[src/rtl/clk_monitor.sv]
// Period/lock monitor for a divided clock sampled in the reference clk domain.
// Reports each period in clk cycles, declares lock and flags loss of clock.
module clk_monitor #(
    parameter int REFERENCE_CLOCK = 16_000_000,
    parameter int FREQUENCY       = 153_846,
    parameter int TOLERANCE       = 2,
    parameter int LOCK_COUNT      = 4,
    parameter int NBITS           = 32
) (
    input  logic             clk,
    input  logic             reset,
    input  logic             enable,
    input  logic             sig_in,
    output logic [NBITS-1:0] period_count,
    output logic             count_valid,
    output logic             freq_ok,
    output logic             timeout
);

    localparam int EXPECTED = REFERENCE_CLOCK / FREQUENCY;
    localparam int TIMEOUT  = 2 * EXPECTED;
    localparam int LO_I     = (EXPECTED > TOLERANCE) ? EXPECTED - TOLERANCE : 0;

    localparam logic [NBITS-1:0] LO   = NBITS'(LO_I);
    localparam logic [NBITS-1:0] HI   = NBITS'(EXPECTED + TOLERANCE);
    localparam logic [NBITS-1:0] TO   = NBITS'(TIMEOUT);
    localparam logic [3:0]       LOCK = 4'(LOCK_COUNT);

    typedef enum logic [1:0] {
        IDLE,
        ARM,
        MEASURE
    } state_t;

    state_t           state_q, state_d;
    logic             s1, s2, s3;
    logic             sig_rise;
    logic [NBITS-1:0] cnt_q, cnt_d;
    logic [NBITS-1:0] period_q, period_d;
    logic             valid_q, valid_d;
    logic             timeout_q, timeout_d;
    logic [3:0]       good_q, good_d;
    logic             in_tol;

    assign sig_rise = s2 & ~s3;
    assign in_tol   = (cnt_q >= LO) && (cnt_q <= HI);

    always_comb begin
        state_d   = state_q;
        cnt_d     = cnt_q;
        period_d  = period_q;
        valid_d   = 1'b0;
        timeout_d = timeout_q;
        good_d    = good_q;
        if (!enable) begin
            // disable overrides any coincident edge: no report
            state_d   = IDLE;
            cnt_d     = '0;
            timeout_d = 1'b0;
            good_d    = '0;
        end else begin
            unique case (state_q)
                IDLE: begin
                    state_d   = ARM;
                    cnt_d     = '0;
                    timeout_d = 1'b0;
                    good_d    = '0;
                end
                ARM: begin
                    if (sig_rise) begin
                        cnt_d   = NBITS'(1);
                        state_d = MEASURE;
                    end else if (cnt_q == TO) begin
                        timeout_d = 1'b1;
                        cnt_d     = '0;
                    end else begin
                        cnt_d = cnt_q + 1'b1;
                    end
                end
                MEASURE: begin
                    if (sig_rise) begin
                        period_d  = cnt_q;
                        valid_d   = 1'b1;
                        cnt_d     = NBITS'(1);
                        timeout_d = 1'b0;
                        if (in_tol)
                            good_d = (good_q == LOCK) ? LOCK : good_q + 4'd1;
                        else
                            good_d = '0;
                    end else if (cnt_q == TO) begin
                        timeout_d = 1'b1;
                        good_d    = '0;
                        cnt_d     = '0;
                        state_d   = ARM;
                    end else begin
                        cnt_d = cnt_q + 1'b1;
                    end
                end
                default: state_d = IDLE;
            endcase
        end
    end

    always_ff @(posedge clk) begin
        if (reset) begin
            state_q   <= IDLE;
            s1        <= 1'b0;
            s2        <= 1'b0;
            s3        <= 1'b0;
            cnt_q     <= '0;
            period_q  <= '0;
            valid_q   <= 1'b0;
            timeout_q <= 1'b0;
            good_q    <= '0;
        end else begin
            state_q   <= state_d;
            s1        <= sig_in;
            s2        <= s1;
            s3        <= s2;
            cnt_q     <= cnt_d;
            period_q  <= period_d;
            valid_q   <= valid_d;
            timeout_q <= timeout_d;
            good_q    <= good_d;
        end
    end

    assign period_count = period_q;
    assign count_valid  = valid_q;
    assign timeout      = timeout_q;
    assign freq_ok      = (good_q == LOCK);

endmodule

[config.mk]
export PLATFORM = sky130hd
export DESIGN_NAME = clk_monitor
export DESIGN_NICKNAME = d
export VERILOG_FILES = /design/src/rtl/clk_monitor.sv
export SDC_FILE = /design/constraint.sdc
export NUM_CORES = 1
export LEC_CHECK = 0
export ABC_AREA = 1
export CORE_ASPECT_RATIO = 1.2
export CORE_MARGIN = 2
export CORE_UTILIZATION = 45
export CTS_CLUSTER_DIAMETER = 120
export DETAILED_ROUTE_END_ITERATION = 12
export HOLD_SLACK_MARGIN = 0.08
export MAX_ROUTING_LAYER = met4
export PLACE_DENSITY = 0.65
export SLEW_MARGIN = 20
export SYNTH_ARGS = -nofsm -noshare
export SYNTH_HDL_FRONTEND = slang
export SYNTH_SLANG_ARGS = --single-unit
[constraint.sdc]
create_clock -name clk -period 3.2 [get_ports clk]
set_input_delay 0.48 -clock clk [delete_from_list [all_inputs] [get_ports clk]]
set_output_delay 0.48 -clock clk [all_outputs]
set_load 0.01 [all_outputs]
==> run metrics <==
die area ~0.01 mm^2; Worst EP arrival 2.93 ns; reg-to-reg endpoint cnt_q[26]$_SDFFE_PP0P_; Critical Path RT 3.42 ns; WHS Endpoint s2$_SDFF_PP0_; root buffer cell clkbuf_8; Slew Viols, Final 0; WL final 11,300 um; Clock Path Buffers 2; RSZ-0062 raised after global routing false; WS Path Type reg -> reg; HP Class reg -> reg; Post-synth EDFFs 0; H-tree levels 3; Yosys reg bits 75; IO Port Bufs 38; Least-Margin Pin Slew a little under 0.8 ns; Synth Net Count 694; fillcell total around 960; Design Power around 1.8 mW; reg2reg start state_q[0]$_SDFFE_PP0P_; drc violations 0; Final Cycle Share 0.847; Crit. End Element flip-flop; antenna cells 0; Hold Violations, Final 0; count leader, synth nand2_1; start point of the worst hold path s1$_SDFF_PP0_; nets@finish 721; Worst Skew 0.00700 ns; fraction of registers with async set/reset 0; Worst setup SP type flip-flop; met3 GRT Util 0.0306; relative slew slack 0.486; top cells by count, synth 194 x nand2_1, 130 x nor2_1, 76 x nand3_1, 75 x dfxtp_1, 69 x inv_1; final setup fails 0; minimum clock period roughly 2.7 ns; Die X approximately 92 um; GRT Util Overall 0.243; area leader, netlist dfxtp_1; top post-synthesis cells by area dfxtp_1 36%, nand2_1 17%, nor2_1 12%; Ys Warns 0; reg2reg path depth 8; P per Cell Area 362 mW/mm^2; CTS Hold Bufs 0; final instance area 0.00486 mm^2; vias in the first global route 3,888; GRT overflow 0; initial core utilization 0.465; register clock-pin slew on the reported worst setup and hold paths 0.07 ns; std cell rows 38; postcts setup bufs 0; largest net degree at the start of global routing 36; layout cells sized above 1 0.0521; flop2flop setup slack just under 0.5 ns; Post-CTS Resized 0; Hold Path Cell Cnt 2; Post-Syn Area per Cell 6.21 um^2; clk_lat worst skew 0.35 ns; total clock sinks 75; status complete, no violations; num ports 39; Top Usage Layer GRT met2; HPWL after DPL between 8000 and 9000 um; TNS Setup 0 ns; Unique masters post-synth 28; post-synthesis sequential area ratio 0.355; Max-Cap Viols 0; Syn Std Cell Area 0.00422 mm^2; area post-placement 0.00466 mm^2; antenna violations before repair 0; Primary FF master, synth dfxtp_1; TritonCTS clock tree done; FMAX 369 MHz; DR iter-0 viols 241; GP Congestion between 0.9 and 1; Leak Pwr between 1.5 and 2 nW; Core ar. about 0.009 mm^2; drt first pass iters 6; Wirelength per Cell 13.6 um; Cells after Synth 680; Yosys top cell area share 0.355; CTS Buf Count 9; Routed Antenna Nets 0; Max VDD drop ~190 uV; DIE HEIGHT 110 um; GRT met2 Usage 0.403; first-pass GRT wire length 18,800 um; DR vias ~4,100; vias per inst about 5; synthesis-to-layout area growth 15.1%; Worst Path Max Fanout 19; met1 Use GR 0.296
-- metrics by stage --
stage / cells / hold slack (ns) / setup WS, ns / utilization
finish: 830 / 0.406 / 0.490 / 0.535
floorplan: 680 / 0.388 / 1.62 / -
global route: 830 / 0.415 / 0.203 / 0.535
CTS: 830 / 0.405 / 0.476 / 0.535
detailed placement: 816 / 0.395 / 0.505 / 0.513
global placement: 816 / 0.391 / 0.558 / 0.513
-- layout by cell type (no fill, tap or decap), types with 2 or more instances in the layout --
| cell | count |
|---|---|
| clkdlybuf4s50_1 | 38 |
| nand4_1 | 7 |
| nand2_1 | 193 |
| nand2_2 | 6 |
| nor3_2 | 2 |
| inv_2 | 2 |
| clkbuf_8 | 12 |
| xor2_1 | 12 |
| dfxtp_1 | 75 |
| buf_4 | 3 |
| a21oi_1 | 49 |
| nor2_1 | 130 |
| nor2_4 | 3 |
| nor2_2 | 5 |
| ha_1 | 10 |
| inv_1 | 69 |
| nand3_1 | 76 |
| nor3_1 | 3 |
| xnor2_1 | 3 |
| o21ai_0 | 3 |
-- flip-flops by register name (all words and copies together), names as in the netlist --
signal	flops
s3	1
s1	1
timeout	1
s2	1
good_q	4
cnt_q	32
period_count	32
count_valid	1
state_q	2
-- cell type report --
| cell class | instances | area, um^2 | area share |
|---|---|---|---|
| clock inverter | 2 | 35.0 | 0.00721 |
| multi-input combinational | 508 | 2340 | 0.481 |
| sequential | 75 | 1500 | 0.309 |
| clock buffer | 12 | 165 | 0.0340 |
| tap | 120 | 150 | 0.0309 |
| timing repair buffer | 41 | 403 | 0.0829 |
| inverter | 72 | 270 | 0.0556 |
-- worst max-delay path, cell delays in order (launching register included) --
cell and delay, ns:
dfxtp_1 0.41, ha_1 0.69, clkinv_1 0.58, nand2_1 0.17, inv_1 0.13, nand3_1 0.35, nor2_1 0.10, nor2_1 0.10
nor2_1 0.05
-- power breakdown --
group / leakage (nW) / switching [mW] / internal [mW]
Sequential: 0.605 / 0.00405 / 0.936
Combinational: 1.12 / 0.0564 / 0.0199
Clock: 0.104 / 0.328 / 0.414
-- logic make-up after synthesis --
| group | after synthesis | share of synthesized area |
|---|---|---|
| XOR/XNOR | 15 | 0.0311 |
| AO/OA/AOI/OAI | 54 | 0.0646 |
| buffers and inverters | 97 | 0.0921 |
| adder cells (fa/ha/maj) | 10 | 0.0296 |
| flip-flops | 75 | 0.355 |
| AND/OR/NAND/NOR | 429 | 0.427 |
-- per-layer routing --
layer / vias up / share of wire
li1: 2172 / -
met1: 1821 / 0.45
met5: - / 0
met3: 22 / 0.046
met4: 0 / 0.025
met2: 126 / 0.47
-- how the worst max path moves through the flow --
stage | start | end | slack (ns)
after floorplan | state_q[0]$_SDFFE_PP0P_ | cnt_q[17]$_SDFFE_PP0P_ | 1.62
final | state_q[0]$_SDFFE_PP0P_ | cnt_q[26]$_SDFFE_PP0P_ | 0.49
after CTS | state_q[0]$_SDFFE_PP0P_ | cnt_q[29]$_SDFFE_PP0P_ | 0.48
after detailed placement | state_q[0]$_SDFFE_PP0P_ | cnt_q[29]$_SDFFE_PP0P_ | 0.51
after global placement | state_q[0]$_SDFFE_PP0P_ | cnt_q[17]$_SDFFE_PP0P_ | 0.56
after global routing | state_q[1]$_SDFFE_PP0P_ | cnt_q[29]$_SDFFE_PP0P_ | 0.20
Note: power is estimated with default switching activity, not from simulation.
